## src/rtl/if_pkg.sv

```systemverilog
// Shared definitions for the instruction fetch unit: FSM encoding, word geometry
// and the default reset fetch address.
package if_pkg;

  typedef enum logic [1:0] {
    IDLE  = 2'd0,
    FETCH = 2'd1,
    HOLD  = 2'd2
  } fetch_state_t;

  localparam int unsigned WORD_BYTES       = 4;
  localparam logic [31:0] DEFAULT_RESET_PC = 32'h0000_0000;
  localparam int unsigned FIFO_CNT_W       = 4;

endpackage

```

## src/rtl/fetch_fifo.sv

```systemverilog
// Small circular buffer of assembled instructions, entries are {pc, word}.
// Head reads as zero while empty so the fetch outputs idle at zero.
module fetch_fifo
  import if_pkg::*;
#(
  parameter int unsigned DEPTH = 2
) (
  input  logic                  clk,
  input  logic                  rst_n,
  input  logic                  push,
  input  logic [63:0]           push_data,
  input  logic                  pop,
  input  logic                  flush,
  output logic [63:0]           head_data,
  output logic [FIFO_CNT_W-1:0] count
);

  localparam int unsigned           PTR_W = (DEPTH > 1) ? $clog2(DEPTH) : 1;
  localparam logic [PTR_W-1:0]      LAST  = PTR_W'(DEPTH - 1);
  localparam logic [FIFO_CNT_W-1:0] FULL  = FIFO_CNT_W'(DEPTH);

  logic [63:0]      mem [DEPTH];
  logic [PTR_W-1:0] rd_ptr;
  logic [PTR_W-1:0] wr_ptr;
  logic             do_push;
  logic             do_pop;

  assign do_pop  = pop && (count != '0);
  assign do_push = push && ((count != FULL) || do_pop);

  function automatic logic [PTR_W-1:0] ptr_inc(input logic [PTR_W-1:0] p);
    return (p == LAST) ? '0 : p + PTR_W'(1);
  endfunction

  always_ff @(posedge clk) begin
    if (!rst_n || flush) begin
      rd_ptr <= '0;
      wr_ptr <= '0;
      count  <= '0;
    end else begin
      if (do_push) wr_ptr <= ptr_inc(wr_ptr);
      if (do_pop)  rd_ptr <= ptr_inc(rd_ptr);
      case ({do_push, do_pop})
        2'b10:   count <= count + FIFO_CNT_W'(1);
        2'b01:   count <= count - FIFO_CNT_W'(1);
        default: count <= count;
      endcase
    end
  end

  always_ff @(posedge clk) begin
    if (do_push) mem[wr_ptr] <= push_data;
  end

  assign head_data = (count != '0) ? mem[rd_ptr] : '0;

endmodule

```

## src/rtl/inst_fetch_unit.sv

```systemverilog
// Fetches 32-bit big-endian instructions one byte at a time from a byte-wide
// instruction memory and buffers them for the decoder.
module inst_fetch_unit
  import if_pkg::*;
#(
  parameter logic [31:0] RESET_PC   = DEFAULT_RESET_PC,
  parameter int unsigned FIFO_DEPTH = 2
) (
  input  logic        clk,
  input  logic        rst_n,
  output logic        imem_req,
  output logic [31:0] imem_addr,
  input  logic        imem_ack,
  input  logic [7:0]  imem_rdata,
  input  logic        redirect,
  input  logic [31:0] redirect_pc,
  output logic        inst_valid,
  input  logic        inst_ready,
  output logic [31:0] inst_word,
  output logic [31:0] inst_pc
);

  localparam logic [FIFO_CNT_W-1:0] DEPTH_C   = FIFO_CNT_W'(FIFO_DEPTH);
  localparam logic [1:0]            LAST_BYTE = 2'(WORD_BYTES - 1);

  fetch_state_t          state, state_nx;
  logic [1:0]            b, b_nx;
  logic [31:0]           fetch_pc, pc_nx;
  logic [31:0]           word_buf, buf_nx;
  logic                  bubble, bubble_nx;
  logic                  push, pop, flush, ack_fire;
  logic [63:0]           push_data, head_data;
  logic [FIFO_CNT_W-1:0] count, occ_after;

  assign imem_req   = (state == FETCH) && !bubble;
  assign imem_addr  = (state == FETCH) ? fetch_pc + {30'd0, b} : '0;
  assign ack_fire   = imem_req && imem_ack;
  assign inst_valid = (count != '0);
  assign pop        = inst_valid && inst_ready;
  assign {inst_pc, inst_word} = head_data;
  assign push_data  = {fetch_pc, word_buf[31:8], imem_rdata};
  // Occupancy after this edge, so a fetch starts only with a guaranteed free slot
  assign occ_after  = pop ? count : count + FIFO_CNT_W'(1);

  always_ff @(posedge clk) begin
    if (!rst_n) begin
      state    <= IDLE;
      b        <= '0;
      fetch_pc <= RESET_PC;
      word_buf <= '0;
      bubble   <= 1'b0;
    end else begin
      state    <= state_nx;
      b        <= b_nx;
      fetch_pc <= pc_nx;
      word_buf <= buf_nx;
      bubble   <= bubble_nx;
    end
  end

  always_comb begin
    state_nx  = state;
    b_nx      = b;
    pc_nx     = fetch_pc;
    buf_nx    = word_buf;
    bubble_nx = 1'b0;
    push      = 1'b0;
    flush     = 1'b0;
    if (redirect) begin
      // The bubble keeps the request low for one cycle after the restart
      flush     = 1'b1;
      pc_nx     = {redirect_pc[31:2], 2'b00};
      b_nx      = '0;
      buf_nx    = '0;
      state_nx  = FETCH;
      bubble_nx = 1'b1;
    end else begin
      case (state)
        IDLE: begin
          b_nx     = '0;
          state_nx = (count < DEPTH_C) ? FETCH : HOLD;
        end
        FETCH: begin
          if (ack_fire) begin
            buf_nx[(WORD_BYTES - 1 - int'(b)) * 8 +: 8] = imem_rdata;
            if (b == LAST_BYTE) begin
              push     = 1'b1;
              pc_nx    = fetch_pc + 32'd4;
              b_nx     = '0;
              state_nx = (occ_after < DEPTH_C) ? FETCH : HOLD;
            end else begin
              b_nx = b + 2'd1;
            end
          end
        end
        HOLD: begin
          if (count < DEPTH_C) begin
            state_nx = FETCH;
            b_nx     = '0;
          end
        end
        default: state_nx = IDLE;
      endcase
    end
  end

  fetch_fifo #(
    .DEPTH(FIFO_DEPTH)
  ) u_fifo (
    .clk       (clk),
    .rst_n     (rst_n),
    .push      (push),
    .push_data (push_data),
    .pop       (pop),
    .flush     (flush),
    .head_data (head_data),
    .count     (count)
  );

endmodule

```

## config.mk

```make
export PLATFORM = sky130hd
export DESIGN_NAME = inst_fetch_unit
export DESIGN_NICKNAME = d
export VERILOG_FILES = /design/src/rtl/if_pkg.sv /design/src/rtl/fetch_fifo.sv /design/src/rtl/inst_fetch_unit.sv
export SDC_FILE = /design/constraint.sdc
export NUM_CORES = 1
export LEC_CHECK = 0
export CAP_MARGIN = 10
export CORE_ASPECT_RATIO = 1.1
export CORE_UTILIZATION = 48
export CTS_BUF_LIST = sky130_fd_sc_hd__clkbuf_8 sky130_fd_sc_hd__clkbuf_16
export DETAILED_ROUTE_END_ITERATION = 12
export PLACE_DENSITY = 0.76
export SETUP_SLACK_MARGIN = 0.05
export SLEW_MARGIN = 20
export SYNTH_ARGS = -nofsm -noshare
export SYNTH_HDL_FRONTEND = slang
export SYNTH_HIERARCHICAL = 1
export SYNTH_SLANG_ARGS = --single-unit
```

## constraint.sdc

```tcl
create_clock -name clk -period 6.4 [get_ports clk]
set_clock_uncertainty 0.2 [all_clocks]
set_input_delay 1.92 -clock clk [delete_from_list [all_inputs] [get_ports clk]]
set_output_delay 1.92 -clock clk [all_outputs]
set_load 0.05 [all_outputs]
```

==> metrics, run 1 <==
Post-synth EDFFs=128; fin crit share=78.6%; CTS tree=built; register area=0.00517 mm^2; grt ovf=0; total wire length=18,900 um; Reg2Reg Capture Point=u_fifo/count[3]; Hold Buf Count CTS=0; IO Pins=143; Worst-Skew Late Latency=0.43 ns; vias per cell=5.28; Overall Power=2.57 mW; Row Count=50; CTS root buf=clkbuf_16; vias in the first global route=5,641; via count=5,835; Async S/R FF share, synth=0%; post-CTS setup repair buffer count=0; peak supply drop=0.000223 V; DRC viols=0; Num CTS Buffers=17; share of the core filled with cells=62.5%; most common cell in the netlist=edfxtp_1; CP Capture Type=primary output; final setup fails=0; RSZ-0062 raised after global routing=false; Post-synth top flop=edfxtp_1; Yosys top cell area share=45.3%; # fillers=1,409; Nets=914; Fin. Hold Viols=0; dpl cell area=0.0101 mm^2; r2r setup slk=3.17 ns; R2R Path Start=u_fifo/count[1]; fin area=0.0107 mm^2; Worst-path clk slew=0.07 ns; worst r2r path cells=12; post-route setup slack=1.37 ns; Port-buffer cells=140; critical path type=reg2out; Placement Setup Slack=1.47 ns; status=complete, no violations; Netlist Area Pre-Place=0.00849 mm^2; share of cells above drive strength 1=8.03%; fin. max-slew vios=0; clk sinks=194; GRT Total Usage=21.8%; Synth area leaders=edfxtp_1 45%, dfxtp_1 16%, mux2i_1 7.9%; worst hold path class=reg2reg; yosys synthesis warning count=6; htree depth=4; synth unique cells=58; Syn Inst Count=724; crit path launch type=flop; synthesized flop and latch total=194; starting density of the core=49.5%; top fanout value on the critical path=47; largest net degree at the start of global routing=65; first-pass GRT wire length=29,900 um; post_cts resized=0; die area=0.0182 mm^2; crit path time final=5.03 ns; initial antenna violation count=0; sequential area share after synthesis=60.9%; core area=0.0171 mm^2; pin slew with the least headroom to its limit=0.963 ns; Area Growth Syn to Fin=26.3%; top cells by instance count after synthesis=128 x edfxtp_1, 87 x nor2_1, 67 x mux2i_1; clk buf depth=2; die height=141 um; initial DRC count=356; DRT Pass-1 Iters=4; setup_tns=0 ns; n_diodes=0; WP data required=4.28 ns; DP HPWL=12,200 um; fmax=199 MHz; pwr/cell area=239 mW/mm^2; leak pwr=3.47 nW; leading area contributor after synthesis=edfxtp_1; max-cap violation count=0; max_slew headroom=35.7%; antenna-violating nets left=0; WL/cell=17.0 um; area used by multi-input combinational logic=0.00313 mm^2; Worst EP arrival=2.91 ns; Critical Path End=inst_word[7]; GP Congestion=0.770; chip width=129 um; Mean Syn Cell Area=11.7 um^2
## registers in the layout, summed over array words and instances, names as in the netlist, named ones only
register and cells:
u_fifo/mem 128, fetch_pc 30, word_buf 24, u_fifo/count 4, b 2, state 2, bubble 1, u_fifo/rd_ptr 1
u_fifo/wr_ptr 1
## final cells by class
cell class,count,area share [%]
clock buffer,17,3.97
clock inverter,15,1.37
inverter,17,0.595
multi-input combinational,480,29.2
sequential,194,48.2
tap,234,2.73
timing repair buffer,149,13.9
## per-layer routing
| metal | up-vias | part of all wire, % | GRT usage, % |
|---|---|---|---|
| met4 | 0 | 1.0 | 7.86 |
| li1 | 2848 | - | - |
| met1 | 2780 | 43 | 27.9 |
| met2 | 192 | 50 | 36.6 |
| met5 | - | 0 | 0 |
| met3 | 15 | 5.9 | 4.68 |
## kinds of logic after synthesis
kind of cell / share of synthesized area [%]
and+or+nand+nor: 16.8
DFF: 60.9
AOI/OAI and AO/OA: 6.46
muxes: 8.17
buffers and inverters: 2.77
xor gates and xnor gates: 3.30
adders and majority gates: 1.56
other: 0.0442
## power by group
part / total (mW) / leakage (nW) / switching, mW / internal [mW]
clock: 1.02 / 0.281 / 0.451 / 0.572
sequential: 1.37 / 1.74 / 0.0248 / 1.34
combinational: 0.174 / 1.45 / 0.105 / 0.0693
## layout by cell type (no fill, tap or decap), types with 2 or more instances in the layout
master | synthesis | layout
a31oi_1 | 2 | 2
clkdlybuf4s50_1 | 0 | 140
nor3b_1 | 2 | 2
mux2i_1 | 67 | 67
or2_2 | 3 | 3
o21ai_1 | 8 | 8
buf_4 | 3 | 7
nand4_4 | 2 | 2
nor3_1 | 12 | 12
edfxtp_1 | 128 | 128
bufinv_16 | 0 | 2
and3_1 | 3 | 3
nand2_1 | 55 | 55
buf_12 | 0 | 2
o21ai_0 | 26 | 26
clkinvlp_4 | 0 | 4
nand3_1 | 35 | 35
conb_1 | 1 | 4
mux2_2 | 2 | 2
a21oi_1 | 45 | 45
nor2_1 | 87 | 85
nor2b_1 | 3 | 2
xnor2_1 | 23 | 23
xor2_1 | 9 | 9
inv_1 | 16 | 20
nor2_4 | 0 | 3
nand4_1 | 5 | 5
and4_1 | 4 | 4
clkbuf_16 | 0 | 17
clkinv_4 | 0 | 3
and2_1 | 37 | 37
nand2b_1 | 3 | 3
nor4_2 | 8 | 8
dfxtp_1 | 66 | 65
or3_1 | 2 | 2
ha_1 | 9 | 9
## worst max-delay path: stages (launching register included)
cell and delay [ns]:
dfxtp_4 0.92, buf_4 0.45, mux2i_1 0.12, nor2_1 0.13, clkdlybuf4s50_1 0.83
## worst min-delay path by stage
stage                       startpoint           endpoint  slack, ns  cells past startpoint
after global routing      word_buf[18]  u_fifo/mem[1][18]       0.27                      0
after CTS                 word_buf[18]  u_fifo/mem[0][18]       0.25                      0
final                     word_buf[18]  u_fifo/mem[1][18]       0.26                      0
after global placement    word_buf[18]  u_fifo/mem[0][18]       0.23                      0
after detailed placement  word_buf[18]  u_fifo/mem[1][18]       0.24                      0
after floorplan           word_buf[10]  u_fifo/mem[0][10]       0.23                      0
## per-stage QoR
| stage | hold WS [ns] | cells |
|---|---|---|
| floorplan | 0.225 | 727 |
| global placement | 0.232 | 1074 |
| detailed placement | 0.242 | 1074 |
| finish | 0.256 | 1106 |
| global route | 0.268 | 1106 |
| CTS | 0.252 | 1106 |
Power figures use the tool's default switching activity.
==> run 2, diff against run 1 <==
--- a/config.mk
+++ b/config.mk
@@ -7,10 +7,10 @@
 export LEC_CHECK = 0
 export CAP_MARGIN = 10
 export CORE_ASPECT_RATIO = 1.1
-export CORE_UTILIZATION = 48
+export CORE_UTILIZATION = 53
 export CTS_BUF_LIST = sky130_fd_sc_hd__clkbuf_8 sky130_fd_sc_hd__clkbuf_16
 export DETAILED_ROUTE_END_ITERATION = 12
-export PLACE_DENSITY = 0.76
+export PLACE_DENSITY = 0.8
 export SETUP_SLACK_MARGIN = 0.05
 export SLEW_MARGIN = 20
 export SYNTH_ARGS = -nofsm -noshare
==> constraint.sdc (replaced) <==
create_clock -name clk -period 4.7 [get_ports clk]
set_clock_uncertainty 0.2 [all_clocks]
set_input_delay 1.41 -clock clk [delete_from_list [all_inputs] [get_ports clk]]
set_output_delay 1.41 -clock clk [all_outputs]
set_load 0.05 [all_outputs]
==> run 2 against run 1 <==
Net effect:
- first-iteration DRC count fell by 11%
- register-to-register slack got worse by 1.8 ns
- final cell count fell by 2.5%
- hold slack got worse by 0.0042 ns
- via count rose by 3.9%
==> metrics, run 2 (same netlist as run 1, synthesis figures left out) <==
GRT Total Usage=24.5% (was 21.8%); pin slew with the least headroom to its limit=0.903 ns (was 0.963 ns); GP Congestion=0.802 (was 0.770); Hold Path Origin=word_buf[17] (was word_buf[18]); CTS root buf=clkbuf_16 (unchanged); top fanout value on the critical path=64 (was 47); CP startpoint=u_fifo/count[0]; met2 GRT Util=40.5% (was 36.6%); IO Pins=143 (unchanged); max-cap violation count=0 (unchanged); DRC viols=0 (unchanged); fin crit share=91.0%; post_cts resized=0 (unchanged); # fillers=1,103 (was 1,409); met1 usage=30.8% (was 27.9%); max_slew headroom=39.7% (was 35.7%); Buf/Inv on CP=2 (unchanged); starting density of the core=54.1% (was 49.5%); WL/cell=17.9 um (was 17.0 um); vias in the first global route=6,023 (was 5,641); setup_tns=0 ns (unchanged); fin area=0.0107 mm^2 (about the same); Row Count=48 (was 50); leak pwr=3.50 nW (was 3.47 nW); htree depth=4 (unchanged); Placed Cells=1,046 (was 1,074); n_diodes=0 (unchanged); grt ovf=0 (unchanged); largest net degree at the start of global routing=65 (unchanged); initial antenna violation count=0 (unchanged); Worst-path clk slew=0.07 ns (about the same); critical path type=reg2out (unchanged); die height=135 um (was 141 um); DRT Pass-1 Iters=5 (was 4); vias per cell=5.62 (was 5.28); R2R Path Start=u_fifo/count[1] (unchanged); crit path launch type=flop (unchanged); Port-buffer cells=140 (unchanged); Hold Buf Count CTS=0 (unchanged); WP data required=3.09 ns (was 4.28 ns); dpl cell area=0.0102 mm^2 (was 0.0101 mm^2); initial DRC count=316 (was 356); antenna-violating nets left=0 (unchanged); via count=6,063 (was 5,835); Worst path slowest cell=clkdlybuf4s50_1 (was dfxtp_4); Fin. Hold Viols=0 (unchanged); non-filler instance count after layout=1,078 (was 1,106); fin. max-slew vios=0 (unchanged); pwr/cell area=322 mW/mm^2 (was 239 mW/mm^2); kind of cell adding the most delay to the critical path=buffers and inverters (unchanged); fmax=234 MHz; Worst-Skew Late Latency=0.44 ns (was 0.43 ns); largest reg by FF count=u_fifo/mem (unchanged); status=complete, no violations (unchanged); Overall Power=3.45 mW (was 2.57 mW); max incr delay on CP=0.86 ns (was 0.92 ns); share of cells above drive strength 1=8.88% (was 8.03%); post-CTS setup repair buffer count=0 (unchanged); final setup fails=0 (unchanged); chip width=123 um (was 129 um); Num CTS Buffers=17 (unchanged); gr busiest metal=met2 (unchanged); RSZ-0062 raised after global routing=false (unchanged); core area=0.0157 mm^2 (was 0.0171 mm^2); CP Capture Type=primary output (unchanged); most frequent cells in the layout=140 x clkdlybuf4s50_1, 128 x edfxtp_1, 85 x nor2_1 (unchanged); crit path time final=4.28 ns; Worst EP arrival=2.67 ns (was 2.91 ns); first-pass GRT wire length=30,300 um (was 29,900 um); final hold slack=0.252 ns (was 0.256 ns); clk buf depth=2 (unchanged); total wire length=19,300 um (was 18,900 um); crit-path cells=or3_4, nor2_4, buf_12, nor2_1, clkdlybuf4s50_1 (was buf_4, mux2i_1, nor2_1, clkdlybuf4s50_1); clk sinks=194 (unchanged); DP HPWL=12,800 um (was 12,200 um); die area=0.0165 mm^2 (was 0.0182 mm^2); max FFs per register=128 (unchanged); peak supply drop=0.000235 V (was 0.000223 V); GR Layer Usage met3=4.52% (was 4.68%); CTS tree=built (unchanged); worst hold path class=reg2reg (unchanged); most common cell after layout, fill and taps aside=clkdlybuf4s50_1 (unchanged); Nets=920 (was 914); Area Growth Syn to Fin=26.1% (was 26.3%); top flop regs=u_fifo/mem (128), fetch_pc (30), word_buf (24) (unchanged)
run 2: changes by cell type in the layout (fill, tap and decap cells not counted), sizes merged:
cell / previous run / this run
inv: 22 / 24
buf: 9 / 15
bufinv: 2 / 0
clkinv: 4 / 6
clkinvlp: 4 / 2
run 2: metal layers:
metal,vias up,routed length (um)
met5,-,0
met4,0,503
met3,38,1120
met2,228,9770
met1,2940,7880
li1,2857,-
run 2: final cells by class:
| type | count | area [um^2] | area share (%) |
|---|---|---|---|
| sequential | 194 | 5170 | 48.3 |
| multi-input combinational | 480 | 3120 | 29.1 |
| timing repair buffer | 155 | 1550 | 14.5 |
| clock buffer | 17 | 425 | 3.97 |
| tap | 200 | 250 | 2.34 |
| clock inverter | 15 | 125 | 1.17 |
| inverter | 17 | 63.8 | 0.596 |
run 2: stage by stage:
step	worst slack, ns	util, %
2_1_floorplan	-0.123	-
6_report	0.425	68.3
5_1_grt	0.388	68.3
3_5_place_dp	0.520	64.8
4_1_cts	0.461	68.3
3_3_place_gp	0.636	64.8
run 2: power by group:
group          internal, mW  switching (mW)  leakage (nW)
clock                 0.692           0.651         0.270
combinational        0.0963           0.146          1.48
sequential             1.83          0.0341          1.74
total                  2.62           0.830          3.50
run 2: path summary, 6_finish.rpt:
check / end / slack [ns] / cells past startpoint
setup / recovery: inst_pc[31] / 0.42 / 5
hold / removal: u_fifo/mem[1][17] / 0.25 / 0
setup reg to reg: u_fifo/count[3] / 1.41 / 12
hold reg to reg: u_fifo/mem[1][17] / 0.25 / 0
==> run 3, diff against run 2 <==
--- a/config.mk
+++ b/config.mk
@@ -12,7 +12,7 @@
 export DETAILED_ROUTE_END_ITERATION = 12
 export PLACE_DENSITY = 0.8
 export SETUP_SLACK_MARGIN = 0.05
-export SLEW_MARGIN = 20
+export SLEW_MARGIN = 25
 export SYNTH_ARGS = -nofsm -noshare
 export SYNTH_HDL_FRONTEND = slang
 export SYNTH_HIERARCHICAL = 1
==> results of run 3 <==
No change in the layout: final DEF, timing and power equal those of run 2.
